--- src/rtl/entropy_conditioner.sv ---
// entropy_conditioner
//   Turns a set of free-running ring-oscillator outputs into fixed-width random
//   words. Each source is synchronised. The XOR of all sources is sampled once
//   every SAMPLE_DIVIDER clocks. A repetition-count health test watches the raw
//   bits. Optional von Neumann debiasing follows, and the surviving bits are
//   packed MSB-first into words behind a one-entry valid/ready output register.
//
// Ports
//   clkIn        : single clock, rising edge
//   rstN         : synchronous active-low reset
//   enable       : run the sampler; low clears the in-progress word and pending bit
//   vnEnable     : 1 = von Neumann debiasing, 0 = raw bits forwarded
//   roIn         : asynchronous oscillator outputs, NUM_SOURCES wide
//   wordData     : assembled word, held while unconsumed and after consumption
//   wordValid    : wordData holds an unconsumed word
//   wordReady    : consumer takes the word on an edge where wordValid is high
//   healthFail   : sticky repetition-test failure; blocks all later bits
//   overrunCount : saturating count of words dropped because the output was full
module entropy_conditioner #(
    parameter int NUM_SOURCES    = 5,
    parameter int SAMPLE_DIVIDER = 27,
    parameter int WORD_WIDTH     = 8,
    parameter int REP_LIMIT      = 32
) (
    input  logic                   clkIn,
    input  logic                   rstN,
    input  logic                   enable,
    input  logic                   vnEnable,
    input  logic [NUM_SOURCES-1:0] roIn,
    output logic [WORD_WIDTH-1:0]  wordData,
    output logic                   wordValid,
    input  logic                   wordReady,
    output logic                   healthFail,
    output logic [7:0]             overrunCount
);

    localparam int CNT_W = $clog2(SAMPLE_DIVIDER);
    localparam int RUN_W = $clog2(REP_LIMIT + 1);
    localparam int BIT_W = $clog2(WORD_WIDTH);

    localparam logic [CNT_W-1:0] CNT_LAST = CNT_W'(SAMPLE_DIVIDER - 1);
    localparam logic [RUN_W-1:0] RUN_MAX  = RUN_W'(REP_LIMIT);
    localparam logic [BIT_W-1:0] BIT_LAST = BIT_W'(WORD_WIDTH - 1);

    logic [NUM_SOURCES-1:0] ro_meta;
    logic [NUM_SOURCES-1:0] ro_sync;
    logic [CNT_W-1:0]       samp_cnt;
    logic                   tick;

    logic                   raw_bit_p0;
    logic                   vld_p0;

    logic [RUN_W-1:0]       run_len;
    logic                   last_bit;
    logic                   pend_bit;
    logic                   pend_vld;
    logic                   vn_q;
    logic [WORD_WIDTH-1:0]  asm_word;
    logic [BIT_W-1:0]       bit_cnt;

    logic                   proc_p0;
    logic [RUN_W-1:0]       run_next;
    logic                   hit_limit;
    logic                   pass;
    logic                   pend_live;
    logic                   fwd_vld;
    logic                   fwd_bit;
    logic [WORD_WIDTH-1:0]  word_next;
    logic                   word_done;
    logic                   out_free;

    assign tick = enable && (samp_cnt == CNT_LAST);

    // ---- stage 0: synchronise sources and sample the combined raw bit on tick ----
    always_ff @(posedge clkIn) begin
        if (!rstN) begin
            ro_meta    <= '0;
            ro_sync    <= '0;
            samp_cnt   <= '0;
            raw_bit_p0 <= 1'b0;
            vld_p0     <= 1'b0;
        end else begin
            ro_meta <= roIn;
            ro_sync <= ro_meta;
            if (!enable || samp_cnt == CNT_LAST) begin
                samp_cnt <= '0;
            end else begin
                samp_cnt <= samp_cnt + CNT_W'(1);
            end
            vld_p0 <= tick;
            if (tick) begin
                raw_bit_p0 <= ^ro_sync;
            end
        end
    end

    // ---- stage 1: health test, debiasing and word assembly ----
    always_comb begin
        proc_p0  = vld_p0 && enable;
        run_next = RUN_W'(1);
        // run_len == 0 marks "no previous bit" so the first bit starts a run of 1
        if (run_len != '0 && raw_bit_p0 == last_bit) begin
            run_next = (run_len == RUN_MAX) ? RUN_MAX : run_len + RUN_W'(1);
        end
        hit_limit = (run_next == RUN_MAX);
        pass      = proc_p0 && !healthFail && !hit_limit;
        // a pending bit captured under the other vnEnable setting is stale
        pend_live = pend_vld && (vnEnable == vn_q);
        fwd_vld   = 1'b0;
        fwd_bit   = raw_bit_p0;
        if (!vnEnable) begin
            fwd_vld = pass;
        end else if (pass && pend_live && (pend_bit != raw_bit_p0)) begin
            fwd_vld = 1'b1;
            fwd_bit = pend_bit;
        end
        word_next = {asm_word[WORD_WIDTH-2:0], fwd_bit};
        word_done = fwd_vld && (bit_cnt == BIT_LAST);
        out_free  = !wordValid || wordReady;
    end

    always_ff @(posedge clkIn) begin
        if (!rstN) begin
            run_len    <= '0;
            last_bit   <= 1'b0;
            healthFail <= 1'b0;
            pend_bit   <= 1'b0;
            pend_vld   <= 1'b0;
            vn_q       <= 1'b0;
            asm_word   <= '0;
            bit_cnt    <= '0;
        end else begin
            vn_q <= vnEnable;
            if (proc_p0) begin
                run_len  <= run_next;
                last_bit <= raw_bit_p0;
                if (hit_limit) begin
                    healthFail <= 1'b1;
                end
            end
            if (!enable || vnEnable != vn_q) begin
                pend_vld <= 1'b0;
            end else if (vnEnable && pass) begin
                pend_vld <= !pend_vld;
                if (!pend_vld) begin
                    pend_bit <= raw_bit_p0;
                end
            end
            if (!enable) begin
                asm_word <= '0;
                bit_cnt  <= '0;
            end else if (fwd_vld) begin
                asm_word <= word_next;
                bit_cnt  <= word_done ? '0 : bit_cnt + BIT_W'(1);
            end
        end
    end

    // ---- output register: one-entry valid/ready holding slot ----
    always_ff @(posedge clkIn) begin
        if (!rstN) begin
            wordData     <= '0;
            wordValid    <= 1'b0;
            overrunCount <= '0;
        end else begin
            if (word_done && out_free) begin
                wordData  <= word_next;
                wordValid <= 1'b1;
            end else if (wordValid && wordReady) begin
                wordValid <= 1'b0;
            end
            if (word_done && !out_free && overrunCount != 8'hFF) begin
                overrunCount <= overrunCount + 8'd1;
            end
        end
    end

endmodule
--- config.mk ---
export PLATFORM = sky130hd
export DESIGN_NAME = entropy_conditioner
export DESIGN_NICKNAME = d
export VERILOG_FILES = /design/src/rtl/entropy_conditioner.sv
export SDC_FILE = /design/constraint.sdc
export NUM_CORES = 1
export LEC_CHECK = 0
export CORE_UTILIZATION = 55
export DETAILED_ROUTE_END_ITERATION = 10
export PLACE_DENSITY = 0.81
export SLEW_MARGIN = 40
export SYNTH_ARGS = -nofsm -noshare
export SYNTH_HDL_FRONTEND = slang
export SYNTH_SLANG_ARGS = --single-unit
export TNS_END_PERCENT = 30
--- constraint.sdc ---
create_clock -name clkIn -period 2.35 [get_ports clkIn]
set_input_delay 0.235 -clock clkIn [delete_from_list [all_inputs] [get_ports clkIn]]
set_output_delay 0.235 -clock clkIn [all_outputs]
set_load 0.01 [all_outputs]
Word level (Yosys, flattened, before mapping)
Index checks and enable logic that the tools add are counted.
Word-level totals
  flip-flop bits (word level): 55
  bits of input ports: 10
  output and inout bits: 18
Cells by class
  add/subtract/negate cells: 4
  equality and inequality tests: 9
  multiplexer cells: 9
  bitwise operators: 3
  reduce and logical (&&, ||, !) cells: 31
Operator list (number)
  logical AND 1 bit: 14
  == test 6 bit, second input constant: 2
  two-way mux 6 bit: 2
  adder 8 x 1 -> 8 bit, second input constant: 1
  != test 8 bit, second input constant: 1
  adder 6 x 1 -> 6 bit, second input constant: 1
  logical NOT 1 bit: 6
  two-way mux 1 bit: 6
  nonzero test 6 bit: 1
  adder 5 x 1 -> 5 bit, second input constant: 1
  == test 5 bit, second input constant: 1
  XOR reduction 5 bit: 1
  AND reduction 2 bit: 2
  OR reduction 2 bit: 2
  adder 3 x 1 -> 3 bit, second input constant: 1
  == test 3 bit, second input constant: 1
  logical OR 1 bit: 3
  two-way mux 3 bit: 1
  inverter 1 bit: 3
  AND reduction 3 bit: 1
  == test 1 bit: 2
  != test 1 bit: 2
  nonzero test 2 bit: 1

Logic depth before layout (Yosys ltp)
Gate-level depths: netlist of run 1.
  depth in word-level cells: 13
  gate-level depth with buffers: 9
  mapped depth without buffers: 8

Worst setup path after synthesis of run 1
OpenSTA, ideal clock, no wires.
  path type: reg2reg
  start: reg run_len[0]
  end: reg overrunCount[6]
  library setup time: 0.115 ns
  arrival time: 1.849 ns
  data required time: 2.235 ns
  setup slack: 0.387 ns
  cell stages (with the launch flop): 9
  clock period less this slack: 1.963 ns
  cells stage by stage: dfxtp_1 inv_1 ha_1 nor4b_4 mux2i_1 nor2_1 a2111oi_0 xor2_1 and2_1
Between the ends
  longest elaborated chain between the ends: 13
  elaborated cells between the ends (all ways): 16
RTL lines
  start, declared: line 53  | logic [RUN_W-1:0] run_len;
  start signal, assigned: line 135  | run_len <= run_next;
  adder 6 x 1 -> 6 bit (tied with other cells): line 103  | run_next = (run_len == RUN_MAX) ? RUN_MAX : run_len + RUN_W'(1);
  two-way mux 6 bit / logical AND 1 bit (equally long branches): line 103, 102
  two-way mux 6 bit (*): line 102  | if (run_len != '0 && raw_bit_p0 == last_bit) begin
  == test 6 bit (*): line 105  | hit_limit = (run_next == RUN_MAX);
  logical NOT 1 bit (*): line 106  | pass = proc_p0 && !healthFail && !hit_limit;
  logical AND 1 bit (*): line 106
  logical AND 1 bit (2 in a row): line 113  | end else if (pass && pend_live && (pend_bit != raw_bit_p0)) begin
  two-way mux 1 bit: line 113
  two-way mux 1 bit (*): line 111  | if (!vnEnable) begin
  logical AND 1 bit (*): line 118  | word_done = fwd_vld && (bit_cnt == BIT_LAST);
  logical AND 1 bit (*) (2 in a row): line 172  | if (word_done && !out_free && overrunCount != 8'hFF) begin
  end signal, assigned: line 173  | overrunCount <= overrunCount + 8'd1;
  end, declared: line 34  | output logic [7:0] overrunCount
Every way passes the cells marked *; elsewhere a longest branch is shown, timed or not.
A chain may end at the register's enable or synchronous reset.

Worst setup path after layout of run 1
Same ends and word-level chain as after synthesis.

==> impl_results.md, run 1 <==
- Total congestion overflow: 0
- Fmax: 0.454 GHz
- Pwr dens: 535 nW/um^2
- Setup TNS Final: 0 ns
- Final min period: 2.20 ns
- # DRC: 0
- Cell Area, Placed: 2760 um^2
- Hold Buf Count CTS: 0
- Dpl ws: 0.119 ns
- Core ar.: 4140 um^2
- Worst-path cell chain: inv_1 -> ha_1 -> nor4b_4 -> mux2i_1 -> nor2_1 -> a2111oi_0 -> xor2_1 -> and2_1
- Chip width: 68.7 um
- Cell with the most instances after synthesis: dfxtp_1
- Initial antenna violation count: 0
- CTS tree: yes
- Crit start category: flip-flop
- Period utilisation layout: 93.7%
- Layout fillers: 350
- Detailed-route vias per instance: 5.30
- Final Cell Area: 2850 um^2
- Post-synth top cells: dfxtp_1, nand2_1, nor2_1, mux2i_1, and2_1
- Yosys cell types: 44
- WP data required: 2.57 ns
- Mux cell area share after synthesis: 9.47%
- Routed wire length per instance: 12.4 um
- Slew margin rel.: 66.5%
- DP HPWL: 2970 um
- Syn_nets: 282
- CP arrival: 2.42 ns
- Vias: 1818
- I/O pin count: 28
- Avg Cell Area, Syn: 9.23 um^2
- Mapped Cells: 265
- First-pass GRT wire length: 7200 um
- # rows: 23
- Xor/xnor share of the synthesized area: 4.30%
- Crit-path leading delay family: simple AND/OR/NAND/NOR gates
- Num Clock Sinks: 55
- Switch share: 22.5%
- Die height: 68.7 um
- PnR Total Power: 1.52 mW
- Synth Area in Compound Gates: 9.93%
- Final slew viol count: 0
- Post-synth top area share: 45.0%
- Sw power: 0.343 mW
- Max VDD drop: 0.000395 V
- Layout cells sized above 1: 8.19%
- Yosys warning total: 0
- 1st-iter DRT viols: 129
- WHS: 0.441 ns
- Final Skew: 0.00651 ns
- Top FF cell, synth: dfxtp_1
- Power share of the sequential group: 62.1%
- Layout Utilization: 68.8%
- Simple-Gate Fraction of Synth Area: 24.2%
- HP Class: flip-flop to flip-flop
- Post-route worst setup slack: 0.148 ns
- Initial Util: 59.0%
- R2R setup slack: 0.15 ns
- Synth Register Bits: 55
- Area contributors post-synth: dfxtp_1, mux2i_1, nand2_1
- DIE AREA: 4720 um^2
- Yosys top cell by area: dfxtp_1
- Ys async rst share: 0%
- Total Wirelength: 4250 um
- Status: complete, no violations
- Setup crit end kind: flip-flop
- Seq/Total Area, Yosys: 45.0%
- Reg clk slew, reported paths: 0.10 ns
- Count of final setup violators: 0
- IO Port Bufs: 27
- Number of global-route vias before repair: 1608
- Slew @ Worst Pin: 0.490 ns
- CP max stage delay: 0.50 ns
- Placer Congestion: 0.859
- Gate power share: 3.8%
- Synth-to-layout area growth: 16.6%
- Int Pwr: 1.18 mW
- Buf/Inv on CP: 1
- Clk root buf: clkbuf_8
- Adder-Cell Fraction of Synth Area: 3.58%
- Antenna Nets Post-Route: 0
- Longest Clk Path Bufs: 2
- Crit-path max FO: 7
- Nets: 309
- H-tree Lvls: 2
- Leak: 1.07 nW
- EDFF count, synth: 0
- Max-cap violations: 0
- All-layer global routing usage: 20.6%
- Hold Vio Cnt, Final: 0
- Clk pwr share: 34.1%
- Post-CTS setup buffers: 0
- Largest net degree at the start of global routing: 28
- Synthesized cell area: 2440 um^2
- Placed Instances: 335
- Crit Path Category: flip-flop to flip-flop
- N_diodes: 0
- Critical-path top delay cell: a2111oi_0
- Non-Filler Instances: 343
- Drt first pass iters: 4
- Inserted Clock Buffers: 5
- Later-pin clock latency in the skew report: 0.31 ns
- Largest family of logic cells by synthesized area: simple AND/OR/NAND/NOR gates
- RSZ-0062 raised after global routing: no
flip-flops by register name, indices dropped and copies added, names as in the netlist:
| register | flops |
|---|---|
| run_len | 6 |
| wordValid | 1 |
| pend_vld | 1 |
| pend_bit | 1 |
| samp_cnt | 5 |
| overrunCount | 8 |
| healthFail | 1 |
| asm_word | 7 |
| vld_p0 | 1 |
| raw_bit_p0 | 1 |
| ro_meta | 5 |
| vn_q | 1 |
| bit_cnt | 3 |
| wordData | 8 |
| ro_sync | 5 |
| last_bit | 1 |
logic make-up (layout without fill, tap and decap cells):
kind of cell | Yosys count | in the layout
and+or+nand+nor | 117 | 117
DFF | 55 | 55
AOI/OAI and AO/OA | 33 | 33
muxes | 23 | 23
buffers and inverters | 18 | 46
xor gates and xnor gates | 12 | 12
adders and majority gates | 7 | 7
what timing repair did:
action                                 in CTS  in global routing
setup endpoints to repair                   0                 12
gates resized for setup                     0                  3
endpoints found under the hold margin       0                  0
routing by layer:
metal  track usage (%)  share of wire (%)  vias up
li1                  -                  -      952
met1              27.1                 50      821
met2              31.9                 44       37
met3              4.28                3.9        8
met4              10.2                1.9        0
met5                 0                  0        -
final cells by class:
type	count	area (um^2)	area share [%]
Clock buffer	5	68.8	2.41
Tap cell	50	62.6	2.19
Inverter	5	18.8	0.658
Timing Repair Buffer	33	315	11.1
Sequential cell	55	1100	38.6
Multi-Input combinational cell	192	1260	44.4
Clock inverter	3	18.8	0.658
path summary, 6_finish.rpt:
path,startpoint,endpoint,cells after the start
max,run_len[0]$_SDFFE_PN0P_,overrunCount[6]$_SDFFE_PN0P_,8
min,ro_meta[2]$_SDFF_PN0_,ro_sync[2]$_SDFF_PN0_,1
max reg2reg,run_len[0]$_SDFFE_PN0P_,overrunCount[6]$_SDFFE_PN0P_,8
min reg2reg,ro_meta[2]$_SDFF_PN0_,ro_sync[2]$_SDFF_PN0_,1
cells in the final DEF, fill, tap and decap left out, types with 2 or more instances in the layout:
cell type / n
ha_1: 7
nand4_1: 3
a21oi_1: 3
a311oi_1: 2
clkinv_2: 2
o21ai_0: 11
mux2i_1: 22
nand2b_1: 6
buf_4: 6
and2_1: 17
a21boi_0: 4
clkdlybuf4s50_1: 27
inv_1: 5
nor2b_1: 3
clkbuf_8: 5
nand3_1: 11
and4_1: 2
dfxtp_1: 55
a211oi_2: 2
nand2_1: 38
nor2_1: 26
xnor2_1: 5
xor2_1: 7
power by group through the flow:
stage | sequential, mW | combinational, mW | clock, mW
floorplan | 0.967 | 0.0338 | 0
global placement | 0.968 | 0.0573 | 0
detailed placement | 0.968 | 0.0583 | 0
CTS | 0.947 | 0.0586 | 0.535
global route | 0.948 | 0.0659 | 0.569
finish | 0.947 | 0.0576 | 0.520
Power figures use the tool's default switching activity.
==> inputs of run 2 (changes only) <==
MAX_ROUTING_LAYER = met4   (was unset)
SLEW_MARGIN = unset   (was 40)
==> run 2 against run 1 <==
  * Via count unchanged
  * Sequential share of layout area did not move
  * Wire length about the same
  * Critical path type unchanged
  * Largest power group unchanged
==> impl_results.md, run 2 (synthesis results as in run 1) <==
- Period utilisation layout: 93.7% (about the same)
- DIE AREA: 4720 um^2 (unchanged)
- Critical R2R Launch: run_len[0]$_SDFFE_PN0P_ (unchanged)
- Later-pin clock latency in the skew report: 0.31 ns (about the same)
- # DRC: 0 (unchanged)
- Dpl ws: 0.119 ns (unchanged)
- Nets: 309 (unchanged)
- Hold Crit Depth: 1 (unchanged)
- Number of global-route vias before repair: 1609 (was 1608)
- IO Port Bufs: 27 (unchanged)
- Setup crit end kind: flip-flop (unchanged)
- Chip width: 68.7 um (unchanged)
- CP Launch Point: run_len[0]$_SDFFE_PN0P_ (unchanged)
- N_diodes: 0 (unchanged)
- Crit Path Category: flip-flop to flip-flop (unchanged)
- Critical-path top delay cell: a2111oi_0 (unchanged)
- Commonest non-fill, non-tap cell in the layout: dfxtp_1 (unchanged)
- Initial Util: 59.0% (unchanged)
- Placer Congestion: 0.873 (was 0.859)
- Antenna Nets Post-Route: 0 (unchanged)
- DP HPWL: 2970 um (unchanged)
- Cell depth of the worst setup path: 8 (unchanged)
- Pwr dens: 535 nW/um^2 (about the same)
- Clk root buf: clkbuf_8 (unchanged)
- Total congestion overflow: 0 (unchanged)
- Hold path start: ro_meta[2]$_SDFF_PN0_ (unchanged)
- Drt first pass iters: 4 (unchanged)
- Total Wirelength: 4250 um (about the same)
- Final Skew: 0.00677 ns (was 0.00651 ns)
- Buf/Inv on CP: 1 (unchanged)
- WP data required: 2.57 ns (about the same)
- Worst-path cell chain: inv_1 -> ha_1 -> nor4b_4 -> mux2i_1 -> nor2_1 -> a2111oi_0 -> xor2_1 -> and2_1 (unchanged)
- Die height: 68.7 um (unchanged)
- H-tree Lvls: 2 (unchanged)
- Crit start category: flip-flop (unchanged)
- Reg clk slew, reported paths: 0.10 ns (about the same)
- CP arrival: 2.42 ns (about the same)
- Inserted Clock Buffers: 5 (unchanged)
- Fmax: 0.454 GHz (about the same)
- Top Registers: overrunCount x8, wordData x8, asm_word x7 (unchanged)
- RSZ-0062 raised after global routing: no (unchanged)
- Layout Utilization: 68.8% (unchanged)
- Core ar.: 4140 um^2 (unchanged)
- Layout fillers: 350 (unchanged)
- Detailed-route vias per instance: 5.30 (unchanged)
- Commonest non-fill, non-tap cells in the layout: dfxtp_1, nand2_1, clkdlybuf4s50_1, nor2_1, mux2i_1 (unchanged)
- Leak: 1.07 nW (unchanged)
- 1st-iter DRT viols: 124 (was 129)
- Num Clock Sinks: 55 (unchanged)
- Hold Buf Count CTS: 0 (unchanged)
- Post-CTS setup buffers: 0 (unchanged)
- Setup TNS Final: 0 ns (unchanged)
- CP max stage delay: 0.50 ns (about the same)
- Max-cap violations: 0 (unchanged)
- All-layer global routing usage: 21.3% (was 20.6%)
- HP Class: flip-flop to flip-flop (unchanged)
- Max VDD drop: 0.000395 V (about the same)
- Slew @ Worst Pin: 0.490 ns (unchanged)
- Worst R2R Path Depth: 8 (unchanged)
- First-pass GRT wire length: 7220 um (was 7200 um)
- Final min period: 2.20 ns (about the same)
- Synth-to-layout area growth: 16.6% (unchanged)
- Hold Vio Cnt, Final: 0 (unchanged)
- Largest net degree at the start of global routing: 28 (unchanged)
- CTS tree: yes (unchanged)
- Crit-path max FO: 7 (unchanged)
- Vias: 1818 (unchanged)
- Post-route worst setup slack: 0.148 ns (about the same)
- Routed wire length per instance: 12.4 um (about the same)
- Crit-path leading delay family: simple AND/OR/NAND/NOR gates (unchanged)
- Slew margin rel.: 66.5% (unchanged)
- Layout cells sized above 1: 8.19% (unchanged)
- I/O pin count: 28 (unchanged)
- Final slew viol count: 0 (unchanged)
- Longest Clk Path Bufs: 2 (unchanged)
- Count of final setup violators: 0 (unchanged)
- # rows: 23 (unchanged)
- Initial antenna violation count: 0 (unchanged)
- Status: complete, no violations (unchanged)
run 2: cell counts in the layout (fill, tap and decap cells not counted):
No cell type changed its count.
run 2: repair_timing:
item / 4_1_cts / 5_1_grt
setup endpoints to repair: 0 / 12
gates resized for setup: 0 / 3
hold endpoints to repair: 0 / 0
run 2: metal layers:
metal | global-route usage, % | share of wire (%) | vias up
li1 | - | - | 952
met1 | 27.4 | 50 | 821
met2 | 31.9 | 44 | 37
met3 | 3.95 | 3.5 | 8
met4 | 10.2 | 1.9 | 0
met5 | - | 0 | -
run 2: stage by stage:
| stage | hold WS (ns) | instances | total power [mW] | area (um^2) |
|---|---|---|---|---|
| floorplan | 0.357 | 265 | 1.00 | 2440 |
| global placement | 0.413 | 335 | 1.03 | 2760 |
| detailed placement | 0.422 | 335 | 1.03 | 2760 |
| CTS | 0.445 | 343 | 1.54 | 2840 |
| global route | 0.453 | 343 | 1.58 | 2850 |
| finish | 0.441 | 343 | 1.52 | 2850 |
run 2: cell type report:
type | instances | area (um^2) | area share [%]
Multi-Input combinational cell | 192 | 1260 | 44.4
Clock inverter | 3 | 18.8 | 0.658
Sequential cell | 55 | 1100 | 38.6
Timing Repair Buffer | 33 | 315 | 11.1
Clock buffer | 5 | 68.8 | 2.41
Inverter | 5 | 18.8 | 0.658
Tap cell | 50 | 62.6 | 2.19
run 2: final timing paths:
check,endpoint,slack (ns)
max,overrunCount[6]$_SDFFE_PN0P_,0.15
min,ro_sync[2]$_SDFF_PN0_,0.44
max reg2reg,overrunCount[6]$_SDFFE_PN0P_,0.15
min reg2reg,ro_sync[2]$_SDFF_PN0_,0.44
run 2: report_power, final:
part	switching, mW	internal, mW	leakage, nW
clock network	0.309	0.210	0.0483
registers	0.00470	0.942	0.446
logic	0.0288	0.0289	0.577
total	0.343	1.18	1.07
==> inputs of run 3 (changes only) <==
CORE_ASPECT_RATIO = 1.5   (was unset)
HOLD_SLACK_MARGIN = 0.06   (was unset)
SKIP_CTS_REPAIR_TIMING = 1   (was unset)
==> run 3 against run 2 <==
  * Combinational power increased by 5.0%
  * Critical path type unchanged
  * Wire length increased by 4.8%
  * Power rose by 7.7%
  * Largest power group unchanged
==> impl_results.md, run 3 (synthesis results as in run 1) <==
- Antenna Nets Post-Route: 0 (unchanged)
- Synth-to-layout area growth: 18.0% (was 16.6%)
- H-tree Lvls: 2 (unchanged)
- Placer Congestion: 0.851 (was 0.873)
- Crit-path max FO: 8 (was 7)
- Slew @ Worst Pin: 0.468 ns (was 0.490 ns)
- N_diodes: 0 (unchanged)
- Setup crit end kind: flip-flop (unchanged)
- Endpoint, Worst Hold: ro_sync[3]$_SDFF_PN0_ (was ro_sync[2]$_SDFF_PN0_)
- Placed Instances: 333 (was 335)
- Die height: 83.7 um (was 68.7 um)
- Top Registers: overrunCount x8, wordData x8, asm_word x7 (unchanged)
- Number of global-route vias before repair: 1858 (was 1609)
- Clk root buf: clkbuf_8 (unchanged)
- Area of the multi-input gates: 1260 um^2 (about the same)
- Final min period: 2.15 ns (was 2.20 ns)
- Hold Crit Depth: 1 (unchanged)
- Nets: 311 (was 309)
- Worst R2R Path Depth: 6 (was 8)
- Critical R2R Launch: run_len[2]$_SDFFE_PN0P_ (was run_len[0]$_SDFFE_PN0P_)
- Worst r2r dst: wordData[0]$_SDFFE_PN0P_ (was overrunCount[6]$_SDFFE_PN0P_)
- Core ar.: 4250 um^2 (was 4140 um^2)
- CTS tree: yes (unchanged)
- WP data required: 2.55 ns (was 2.57 ns)
- Vias: 1846 (was 1818)
- Inserted Clock Buffers: 5 (unchanged)
- Largest net degree at the start of global routing: 27 (was 28)
- I/O pin count: 28 (unchanged)
- Later-pin clock latency in the skew report: 0.31 ns (about the same)
- # rows: 29 (was 23)
- Status: complete, no violations (unchanged)
- Count of final setup violators: 0 (unchanged)
- 1st-iter DRT viols: 26 (was 124)
- Max-cap violations: 0 (unchanged)
- Num Clock Sinks: 55 (unchanged)
- RSZ-0062 raised after global routing: no (unchanged)
- Crit Path Category: flip-flop to flip-flop (unchanged)
- Total Wirelength: 4460 um (was 4250 um)
- Initial antenna violation count: 0 (unchanged)
- Leak: 1.09 nW (was 1.07 nW)
- Setup TNS Final: 0 ns (unchanged)
- Commonest non-fill, non-tap cells in the layout: dfxtp_1, nand2_1, clkdlybuf4s50_1, nor2_1, mux2i_1 (unchanged)
- Fmax: 0.465 GHz (was 0.454 GHz)
- Slew margin rel.: 68.6% (was 66.5%)
- Routed wire length per instance: 13.1 um (was 12.4 um)
- Max VDD drop: 0.000602 V (was 0.000395 V)
- Hold path start: ro_meta[3]$_SDFF_PN0_ (was ro_meta[2]$_SDFF_PN0_)
- Final Skew: 0.00254 ns (was 0.00677 ns)
- DP HPWL: 3260 um (was 2970 um)
- Total congestion overflow: 0 (unchanged)
- Crit start category: flip-flop (unchanged)
- Period utilisation layout: 91.5% (was 93.7%)
- Hold Vio Cnt, Final: 0 (unchanged)
- Commonest non-fill, non-tap cell in the layout: dfxtp_1 (unchanged)
- R2R setup slack: 0.20 ns (was 0.15 ns)
- PnR Total Power: 1.64 mW (was 1.52 mW)
- Layout cells sized above 1: 8.47% (was 8.19%)
- Reg clk slew, reported paths: 0.10 ns (about the same)
- All-layer global routing usage: 21.2% (was 21.3%)
- Layout fillers: 361 (was 350)
- Detailed-route vias per instance: 5.41 (was 5.30)
- Chip width: 56.4 um (was 68.7 um)
- CP arrival: 2.35 ns (was 2.42 ns)
- Storage element area: 1100 um^2 (unchanged)
- Initial Util: 57.6% (was 59.0%)
- Longest Clk Path Bufs: 2 (unchanged)
- Final slew viol count: 0 (unchanged)
- HP Class: flip-flop to flip-flop (unchanged)
- # DRC: 0 (unchanged)
- Drt first pass iters: 4 (unchanged)
- Pwr dens: 569 nW/um^2 (was 535 nW/um^2)
- IO Port Bufs: 27 (unchanged)
- First-pass GRT wire length: 7770 um (was 7220 um)
- DIE AREA: 4720 um^2 (about the same)
- Non-Filler Instances: 341 (was 343)
-- run 3: cell count changes in the layout (fill, tap and decap cells not counted) --
cell	change
a2111oi_0	-1
a2111oi_1	+1
a211oi_1	+1
a211oi_2	-1
buf_4	+2
bufinv_16	+1
clkinv_2	-2
clkinvlp_4	+1
-- run 3: metrics by stage --
step	setup slack, ns	instance area, um^2	util (%)	hold WS, ns
after floorplan	0.387	2440	-	0.357
after global placement	0.171	2770	65.2	0.414
after detailed placement	0.134	2770	65.2	0.419
after CTS	0.0919	2880	67.9	0.443
after global routing	0.0444	2880	67.9	0.452
final	0.201	2880	67.9	0.440
-- run 3: how the worst max path moves through the flow --
stage	from	to	slack, ns	cells after the start
floorplan	run_len[0]$_SDFFE_PN0P_	overrunCount[6]$_SDFFE_PN0P_	0.39	8
finish	run_len[2]$_SDFFE_PN0P_	wordData[0]$_SDFFE_PN0P_	0.20	6
global placement	run_len[0]$_SDFFE_PN0P_	wordData[7]$_SDFFE_PN0P_	0.17	8
detailed placement	run_len[0]$_SDFFE_PN0P_	wordData[0]$_SDFFE_PN0P_	0.13	8
global route	run_len[0]$_SDFFE_PN0P_	overrunCount[5]$_SDFFE_PN0P_	0.04	8
CTS	run_len[0]$_SDFFE_PN0P_	wordData[0]$_SDFFE_PN0P_	0.09	8
-- run 3: layout make-up --
class / instances / share of cell area (%)
sequential: 55 / 38.2
multi-input combinational: 192 / 43.7
tap: 46 / 2.00
clock inverter: 3 / 1.61
clock buffer: 5 / 2.39
timing repair buffer: 35 / 11.5
inverter: 5 / 0.651
-- run 3: layer usage --
| layer | share of wire [%] | GRT usage [%] | vias to the layer above |
|---|---|---|---|
| met3 | 2.2 | 4.34 | 9 |
| met1 | 42 | 20.6 | 865 |
| met5 | 0 | - | - |
| li1 | - | - | 955 |
| met4 | 1.8 | 7.98 | 0 |
| met2 | 54 | 39.8 | 17 |
-- run 3: where the power goes --
| group | switching, mW | internal, mW |
|---|---|---|
| Sequential | 0.00444 | 0.942 |
| Combinational | 0.0294 | 0.0311 |
| Clock | 0.314 | 0.321 |
-- run 3: critical path, stage by stage, from the launching register on --
cell      delay [ns]
dfxtp_1         0.50
nand3_1         0.19
or3_4           0.38
a221oi_4        0.38
a21oi_2         0.11
and3_2          0.33
mux2i_1         0.15
